==> src/rtl/palette_lookup_arbiter.sv <==
// palette_lookup_arbiter
//   Shares one external 16-entry x 12-bit sprite palette LUT among N_REQ sprite
//   pipelines. A round-robin arbiter picks one pending index per cycle and drives
//   it to the LUT. The returned colour is captured in a 1-entry output register,
//   tagged with the requester ID.
//
// Optional feature macro: PALETTE_TRANSPARENCY_EN
//   When defined, this adds out_transparent. It is registered with the colour and
//   is set when the accepted index is 4'h0, the colour-key entry.
//
// Ports
//   Clk, Reset         clock, asynchronous active-high reset
//   req_valid/ready    per-requester handshake (req_ready is the one-hot grant)
//   req_index          4-bit index of requester i at [4i+3:4i]
//   pal_index          index to the external combinational LUT
//   pal_red/green/blue LUT colour for pal_index
//   out_valid/ready    result handshake
//   out_id, out_rgb    registered result
module palette_lookup_arbiter #(
    parameter int N_REQ = 4,
    parameter int ID_W  = 2
) (
    input  logic               Clk,
    input  logic               Reset,
    input  logic [N_REQ-1:0]   req_valid,
    input  logic [4*N_REQ-1:0] req_index,
    output logic [N_REQ-1:0]   req_ready,
    output logic [3:0]         pal_index,
    input  logic [3:0]         pal_red,
    input  logic [3:0]         pal_green,
    input  logic [3:0]         pal_blue,
    output logic               out_valid,
    input  logic               out_ready,
    output logic [ID_W-1:0]    out_id,
    output logic [3:0]         out_red,
    output logic [3:0]         out_green,
    output logic [3:0]         out_blue
`ifdef PALETTE_TRANSPARENCY_EN
    ,
    output logic               out_transparent
`endif
);

    logic [ID_W-1:0] rr_ptr;
    logic [ID_W-1:0] gnt_id;
    logic [ID_W-1:0] rr_next;
    logic [ID_W:0]   cand;
    logic            gnt_found;
    logic            can_accept;
    logic            accept;

    // Search upward from rr_ptr, wrapping mod N_REQ. cand is one bit wider so
    // that rr_ptr + k never overflows before the wrap is applied.
    always_comb begin
        gnt_found = 1'b0;
        gnt_id    = rr_ptr;
        cand      = '0;
        for (int k = 0; k < N_REQ; k++) begin
            cand = {1'b0, rr_ptr} + (ID_W+1)'(k);
            if (cand >= (ID_W+1)'(N_REQ))
                cand = cand - (ID_W+1)'(N_REQ);
            if (!gnt_found && req_valid[cand[ID_W-1:0]]) begin
                gnt_found = 1'b1;
                gnt_id    = cand[ID_W-1:0];
            end
        end
    end

    // The output register frees up this cycle if it is empty or being drained.
    // Reset gates the grant so that nothing looks accepted while it is held.
    assign can_accept = !out_valid || out_ready;
    assign accept     = can_accept && gnt_found && !Reset;

    always_comb begin
        req_ready = '0;
        if (accept)
            req_ready[gnt_id] = 1'b1;
    end

    // With no grant, gnt_id falls back to rr_ptr, so the LUT still sees a stable index.
    assign pal_index = req_index[{gnt_id, 2'b00} +: 4];
    assign rr_next   = (gnt_id == ID_W'(N_REQ-1)) ? '0 : gnt_id + 1'b1;

    always_ff @(posedge Clk or posedge Reset) begin
        if (Reset) begin
            out_valid <= 1'b0;
            out_id    <= '0;
            out_red   <= '0;
            out_green <= '0;
            out_blue  <= '0;
            rr_ptr    <= '0;
`ifdef PALETTE_TRANSPARENCY_EN
            out_transparent <= 1'b0;
`endif
        end else if (accept) begin
            out_valid <= 1'b1;
            out_id    <= gnt_id;
            out_red   <= pal_red;
            out_green <= pal_green;
            out_blue  <= pal_blue;
            rr_ptr    <= rr_next;
`ifdef PALETTE_TRANSPARENCY_EN
            out_transparent <= (pal_index == 4'h0);
`endif
        end else if (out_ready) begin
            out_valid <= 1'b0;
        end
    end

endmodule

==> config.mk <==
export PLATFORM = sky130hd
export DESIGN_NAME = palette_lookup_arbiter
export DESIGN_NICKNAME = d
export VERILOG_FILES = /design/src/rtl/palette_lookup_arbiter.sv
export SDC_FILE = /design/constraint.sdc
export NUM_CORES = 1
export LEC_CHECK = 0
export ABC_AREA = 1
export CORE_UTILIZATION = 42
export DETAILED_ROUTE_END_ITERATION = 10
export PLACE_DENSITY_LB_ADDON = 0.1
export SLEW_MARGIN = 30
export SYNTH_ARGS = -nofsm -noshare
export SYNTH_HDL_FRONTEND = slang
export SYNTH_SLANG_ARGS = --single-unit
==> constraint.sdc <==
create_clock -name Clk -period 2.4 [get_ports Clk]
set_clock_uncertainty 0.15 [all_clocks]
set_input_delay 0.48 -clock Clk [delete_from_list [all_inputs] [get_ports Clk]]
set_output_delay 0.48 -clock Clk [all_outputs]
set_load 0.05 [all_outputs]
==> impl_metrics.yaml, run 1 <==
sta:
  worst_pin_slew_ns: 0.5163
  fmax_mhz: 360.4
  timing.final.crit_share_pct: 115.6
  whs_ns: 0.3263
  setup_tns_ns: -2.718
  report.final.slew_viol_count: 0
  rsz0062_at_grt: "yes"
  finalSetupViolations: 8
  worst_slack_ns: -0.3745
  finalHoldViolations: 0
  slew_headroom_pct: 65.47
  min_period_ns: 2.774
synthesis:
  yosysSeqAreaShare_pct: 31.63
  syn_nets: 233
  ys.warnings.count: 0
  synth_seq_cells: 17
  ys_top_cells_by_area: "dfrtp_1, nand2_1, nand3_1"
  synth_top_cell_area_share_pct: 31.63
  synth_cell_types: 21
  syn_inst: 197
  syn-cell-area_um2: 1345
  synth_area_leader_cell: "dfrtp_1"
  avgSynthCellArea_um2: 6.828
die:
  io_pins: 58
  start_util_pct: 44.06
  fp-row-count: 20
  die_x_um: 58.59
  core_um2: 3053
  die_y_um: 58.59
  die_area_um2: 3433
layout:
  multiInputGateArea_um2: 996.0
  nets: 320
  drive_gt1_share_pct: 36.04
  ff_latch_area_um2: 427.9
  final_common_cell: "nand2_1"
  syn_to_final_growth_pct: 81.40
  finalNonFillerCells: 327
  layout_common_cells: "nand2_1, clkdlybuf4s50_1, nand3_1, buf_4, nand2_2"
  antennaDiodeCount: 0
  n_fill_cell: 219
outcome:
  violations: "setup timing"
  status: "finished with violations"
worst_setup_path:
  start_kind: "register"
  end_kind: "output port"
  path_class: "reg2out"
  crit_path_max_fanout: 6
  cp.arrival_ns: 2.14
  r2r_setup_slack_ns: 0.15
  worst_ep_required_time_ns: 1.77
worst_hold_path:
  worst_hold_path_type: "reg2reg"
routing:
  drtPass1Iterations: 4
  vias_per_cell: 4.838
  dr.first_iter.drc_count: 99
  routed_wl_um: 3844
  wl_per_cell_um: 11.76
  drc: 0
  num_vias: 1582
  postRouteAntennaNets: 0
cts:
  clock_path_buffers: 2
  worstSkewPairLatency_ns: 0.28
  clock-sinks: 17
  h-tree-depth: 1
  cts_hold_buffers: 0
  cts_tree: "built"
  clk_pin_slew_worst_paths_ns: 0.10
  cts_buffers: 3
  cts-root-buf: "clkbuf_4"
place:
  routabilityCongestion: 0.8774
  place_inst: 315
  dp_hpwl_um: 2710
  portBuffers: 57
flow_run:
  max_cap_viol_count: 0
grt:
  grt_usage_pct: 20.80
  grt_max_degree: 18
  antenna_found_initial: 0
  overflow: 0
  grt_pass1_wl_um: 5589
  grt_pass1_vias: 1354
## worst max-delay path, cell delays in order (launching register included)
cell and delay [ns]:
dfrtp_2 0.46, buf_6 0.16, nand2_4 0.08, nand2_4 0.06, nand2_4 0.08, nand2_4 0.07, nor2_4 0.17, nand3_2 0.10
nand2_1 0.07, nand2_1 0.05, nand2_2 0.12, ha_4 0.14, inv_2 0.04, nor2_4 0.11, buf_12 0.14
## path summary, 6_finish.rpt
| path | to | from | depth (start not counted) |
|---|---|---|---|
| setup reg to reg | out_id[1] | rr_ptr[0] | 14 |
| min in group asynchronous | out_red[1] | Reset | 3 |
| max in group asynchronous | rr_ptr[1] | Reset | 3 |
| hold reg to reg | out_blue[1] | out_blue[1] | 2 |
| hold / removal | out_blue[1] | out_blue[1] | 2 |
| setup / recovery | req_ready[3] | rr_ptr[0] | 14 |
## final cells by class
type                    instances  area share, %
clock buffers                   4          1.077
inverters                      13          2.564
multi-input cells             163          40.82
flip-flops and latches         17          17.54
well taps                      44          2.256
repair buffers                 85          35.54
repair inverters                1         0.2051
## what timing repair did
item | 4_1_cts | 5_1_grt
hold endpoints to repair | 0 | 0
pin swaps | 5 | 18
cloned | 0 | 2
setup endpoints to repair | 8 | 8
buffers inserted | 2 | 4
resized for setup | 12 | 40
## metal layers
metal,GRT usage [%],up-vias,part of all wire (%)
met3,1.099,2,4.1
met1,26.19,732,41
met4,6.122,0,0.44
li1,-,796,-
met5,0,-,0
met2,38.42,52,54
## Yosys cell counts
library cell and instances:
buf_12 1, buf_6 3, clkinv_2 1, dfrtp_1 17
ha_1 1, inv_1 8, inv_2 3, inv_6 1
nand2_1 92, nand2_2 20, nand2_4 3, nand3_1 31
nand3_2 1, nand4_2 2, nand4_4 1, nor2_1 3
nor2_2 2, nor2_4 1, nor2_8 1, o21a_1 1
o21ai_0 4
## metrics by stage
stage,worst slack [ns],util (%),area (µm²)
finish,-0.3745,79.92,2440
global route,-0.5021,79.92,2440
CTS,-0.3692,73.85,2255
detailed placement,-0.4767,71.31,2177
global placement,-0.4639,71.31,2177
floorplan,-0.06449,-,1368
## registers in the layout (all words and copies together) (netlist names)
| register | flops |
|---|---|
| out_blue | 4 |
| out_green | 4 |
| out_red | 4 |
| out_id | 2 |
| rr_ptr | 2 |
| out_valid | 1 |
## cells by family (layout without fill, tap and decap cells)
family / Yosys count / count (layout) / share of synthesized area (%)
flip-flops: 17 / 17 / 31.63
buffers and inverters: 17 / 103 / 8.093
AND/OR/NAND/NOR: 157 / 157 / 57.30
AO/OA/AOI/OAI: 5 / 5 / 2.047
adder cells (fa/ha/maj): 1 / 1 / 0.9301
Power of run 1 is left out: the tool's default activity adds up to more than one toggle a clock period on the data nets, which glitch-free logic cannot reach.
==> run 2: changes to the inputs <==
CORE_UTILIZATION = 46   (was 42)
clock period = 3.4 ns   (was 2.4 ns; I/O delays follow)
==> run 2 against run 1 <==
Compared with the run above:
- the run now ends clean
- wire length decreased by 11%
- cell count decreased by 11%
- hold slack improved by 0.0099 ns
- final area decreased by 14%
- flip-flop and latch count unchanged
- count of clock-buffer cells in the layout decreased by 1
- core utilization decreased by 3.7 points
==> impl_metrics.yaml, run 2 (synthesis results as in run 1) <==
layout:
  ff_latch_area_um2: 425.4
  multiInputGateArea_um2: 847.1
  fin_util_pct: 76.23
  nets: 297
  syn_to_final_growth_pct: 56.28
  layout_common_cells: "nand2_1, clkdlybuf4s50_1, nand3_1, nand2_2, dfrtp_1"
  antennaDiodeCount: 0
  final_common_cell: "nand2_1"
  fin_area_um2: 2102
  largestRegisters: "out_blue x4, out_green x4, out_red x4"
  finalNonFillerCells: 291
  drive_gt1_share_pct: 22.69
  n_fill_cell: 230
cts:
  clk_pin_slew_worst_paths_ns: 0.11
  h-tree-depth: 1
  cts_buffers: 3
  worstSkewPairLatency_ns: 0.29
  cts_tree: "built"
  clock-sinks: 17
  cts-root-buf: "clkbuf_4"
  clock_path_buffers: 2
  cts_hold_buffers: 0
routing:
  drtPass1Iterations: 4
  drc: 0
  wl_met1_um: 1365
  top_layer_used: "met4"
  num_vias: 1470
  vias_per_cell: 5.052
  dr.first_iter.drc_count: 59
  routed-wl-met3_um: 148
  wl_per_cell_um: 11.78
  dr_wl_met2_um: 1902
  routed_wl_um: 3429
  postRouteAntennaNets: 0
sta:
  setup_tns_ns: 0
  fmax_mhz: 317.6
  rsz0062_at_grt: "no"
  min_period_ns: 3.149
  finalHoldViolations: 0
  timing.final.crit_share_pct: 92.61
  report.final.slew_viol_count: 0
  finalSetupViolations: 0
  slew_headroom_pct: 65.27
  worst_pin_slew_ns: 0.5194
die:
  io_pins: 58
  die_y_um: 56.08
  core_um2: 2758
  die_x_um: 56.08
  die_area_um2: 3144
  start_util_pct: 48.77
  fp-row-count: 19
worst_setup_path:
  path_class: "reg2out"
  end_kind: "output port"
  crit_path_max_fanout: 9
  cp.arrival_ns: 2.32
  start_kind: "register"
  worst_ep_required_time_ns: 2.57
  r2r_setup_slack_ns: 1.21
outcome:
  status: "finished clean"
grt:
  grt_usage_pct: 22.89
  antenna_found_initial: 0
  grt_max_degree: 18
  grt_pass1_vias: 1383
  grt_pass1_wl_um: 5802
  overflow: 0
flow_run:
  max_cap_viol_count: 0
place:
  place_inst: 287
  portBuffers: 57
  dp_hpwl_um: 2567
  routabilityCongestion: 0.8444
  placed_area_um2: 2026
worst_hold_path:
  worst_hold_path_type: "reg2reg"
[run 2: what timing repair did]
action / in CTS / in global routing
setup buffers: 0 / 0
endpoints found under the setup margin: 0 / 7
gates resized for setup: 0 / 12
[run 2: worst max-delay path, stage by stage (launching register included)]
cell and delay, ns:
dfrtp_1 0.47, inv_2 0.19, nand2_1 0.09, nand2_2 0.12, nand2_1 0.10, nand2_4 0.13, nand4_4 0.15, nand2_4 0.11
nand2_2 0.07, inv_1 0.10, ha_1 0.15, inv_1 0.06, nor2_4 0.13, buf_12 0.14
[run 2: final timing paths]
kind                               from            to  depth (start not counted)
setup / recovery              rr_ptr[1]  req_ready[3]                         13
hold / removal             out_green[3]  out_green[3]                          2
setup reg to reg              rr_ptr[1]     rr_ptr[1]                         12
hold reg to reg            out_green[3]  out_green[3]                          2
max in group asynchronous         Reset    out_red[2]                          3
min in group asynchronous         Reset  out_green[0]                          3
[run 2: final cells by class]
cell class / count / share of cell area, %
Clock buffer: 3 / 1.071
Clock inverter: 1 / 0.3571
Inverter: 13 / 2.619
Multi-Input combinational cell: 163 / 40.30
Sequential cell: 17 / 20.24
Tap cell: 31 / 1.845
Timing Repair Buffer: 63 / 33.57
[run 2: routing by layer]
layer  vias to the layer above  global-route usage (%)
li1                        748                       -
met1                       681                   26.96
met4                         0                   9.059
met2                        39                   41.33
met3                         2                   3.488
met5                         -                       0
[run 2: per-stage QoR]
step	setup WS, ns	hold WS (ns)
finish	0.2513	0.3362
global route	0.09203	0.3644
detailed placement	0.07029	0.3120
global placement	0.1203	0.3038
CTS	0.06226	0.3382
floorplan	0.4220	0.4882
Power of run 2 is left out for the same reason.
==> run 3: changes to the inputs <==
CORE_ASPECT_RATIO = 0.6   (was not set)
==> run 3 against run 2 <==
Compared with the run above:
- first-iteration DRC count grew 73%
- final area rose by 1.2%
- count of clock-buffer cells in the layout is the same
- core utilization increased by 4.7 points
- wire length up 12%
- global-route usage is 3.0 points higher
- register-to-register slack got worse by 0.07 ns
- critical path type is now in2out
- highest routed layer unchanged
==> impl_metrics.yaml, run 3 (synthesis results as in run 1) <==
die:
  core_um2: 2628
  start_util_pct: 51.19
  die_x_um: 71.81
  die_area_um2: 3151
  die_y_um: 43.89
  io_pins: 58
  fp-row-count: 14
grt:
  grt_pass1_wl_um: 6141
  grt_max_degree: 18
  grt_pass1_vias: 1288
  overflow: 0
  grt_usage_pct: 25.88
  antenna_found_initial: 0
layout:
  n_fill_cell: 196
  final_common_cell: "nand2_1"
  multiInputGateArea_um2: 849.6
  ff_latch_area_um2: 425.4
  fin_area_um2: 2127
  finalNonFillerCells: 293
  antennaDiodeCount: 0
  nets: 298
  syn_to_final_growth_pct: 58.14
  layout_common_cells: "nand2_1, clkdlybuf4s50_1, nand3_1, nand2_2, dfrtp_1"
  drive_gt1_share_pct: 23.37
  largestRegisters: "out_blue x4, out_green x4, out_red x4"
worst_setup_path:
  r2r_start: "rr_ptr[1]"
  max_stage_delay_ns: 0.45
  cp.arrival_ns: 2.53
  rr_worst_depth: 12
  endpoint: "req_ready[3]"
  path_cells: "clkdlybuf4s50_1 -> inv_1 -> nand2_1 -> nand3_1 -> nand2_1 -> nor2_4 -> nand3_2 -> nand2_1 -> nand2_1 -> nand2_1 -> ha_1 -> inv_1 -> nor2_2 -> buf_12"
  end_kind: "output port"
  path_class: "in2out"
  crit_start: "req_valid[1]"
  crit_path_max_fanout: 4
  r2r-end: "rr_ptr[1]"
  critPathMostFrequentCell: "nand2_1"
  start_kind: "primary input"
  r2r_setup_slack_ns: 1.14
  worst_ep_required_time_ns: 2.57
  cp_slowest_cell: "clkdlybuf4s50_1"
routing:
  vias_per_cell: 5.160
  drc: 0
  dr.first_iter.drc_count: 102
  wl_per_cell_um: 13.13
  routed_wl_um: 3848
  postRouteAntennaNets: 0
  drtPass1Iterations: 4
  num_vias: 1512
sta:
  finalSetupViolations: 0
  setup_tns_ns: 0
  report.final.slew_viol_count: 0
  min_period_ns: 3.359
  fmax_mhz: 297.7
  slew_headroom_pct: 66.53
  timing.final.crit_share_pct: 98.78
  worst_pin_slew_ns: 0.5005
  finalHoldViolations: 0
worst_hold_path:
  worst_hold_path_type: "reg2reg"
cts:
  h-tree-depth: 1
  cts-root-buf: "clkbuf_8"
  clock_path_buffers: 2
  cts_tree: "built"
  cts_hold_buffers: 0
  worstSkewPairLatency_ns: 0.26
  cts_buffers: 3
  clock-sinks: 17
  cts.repair_timing.setup_buffer_count: 0
  clk_pin_slew_worst_paths_ns: 0.07
place:
  routabilityCongestion: 0.9013
  place_inst: 289
  dp_hpwl_um: 2969
  placed_area_um2: 2034
  portBuffers: 57
outcome:
  status: "finished clean"
flow_run:
  max_cap_viol_count: 0
[run 3: layout make-up]
cell class                      instances  share of cell area [%]
Clock buffer                            3                   1.941
Clock inverter                          1                  0.3529
Inverter                               13                   2.588
Multi-Input combinational cell        163                   39.94
Sequential cell                        17                   20.00
Tap cell                               32                   1.882
Timing Repair Buffer                   64                   33.29
[run 3: worst min-delay path by stage]
stage | start | endpoint | slack (ns) | cells past startpoint
6_report | out_green[3] | out_green[3] | 0.32 | 2
5_1_grt | out_green[3] | out_green[3] | 0.35 | 2
4_1_cts | out_green[3] | out_green[3] | 0.33 | 2
3_5_place_dp | out_green[3] | out_green[3] | 0.31 | 2
3_3_place_gp | out_red[0] | out_red[0] | 0.30 | 2
2_1_floorplan | Reset | out_blue[0] | 0.49 | 1
[run 3: what timing repair did]
| item | CTS | global route |
|---|---|---|
| endpoints found under the hold margin | 0 | 0 |
| endpoints found under the setup margin | 0 | 8 |
| gates resized for setup | 0 | 12 |
[run 3: worst max-delay path: cells and delay by family]
kind	cells	cell delay (ns)
adders and majority gates	1	0.15
and+or+nand+nor	9	0.96
buffers and inverters	4	0.74
[run 3: metal layers]
metal | GRT usage (%) | up-vias | share of wire, %
li1 | - | 756 | -
met1 | 37.74 | 670 | 45
met2 | 38.30 | 78 | 43
met3 | 6.744 | 8 | 10
met4 | 6.667 | 0 | 1.2
met5 | 0 | - | 0
[run 3: per-stage QoR]
stage	hold WS [ns]	utilization [%]	setup WS (ns)
finish	0.3216	80.95	0.04140
global route	0.3483	80.95	-0.05148
CTS	0.3264	79.29	0.05090
detailed placement	0.3077	77.43	0.06719
global placement	0.3047	77.43	0.1010
floorplan	0.4882	-	0.4220
Power of run 3 is left out for the same reason.
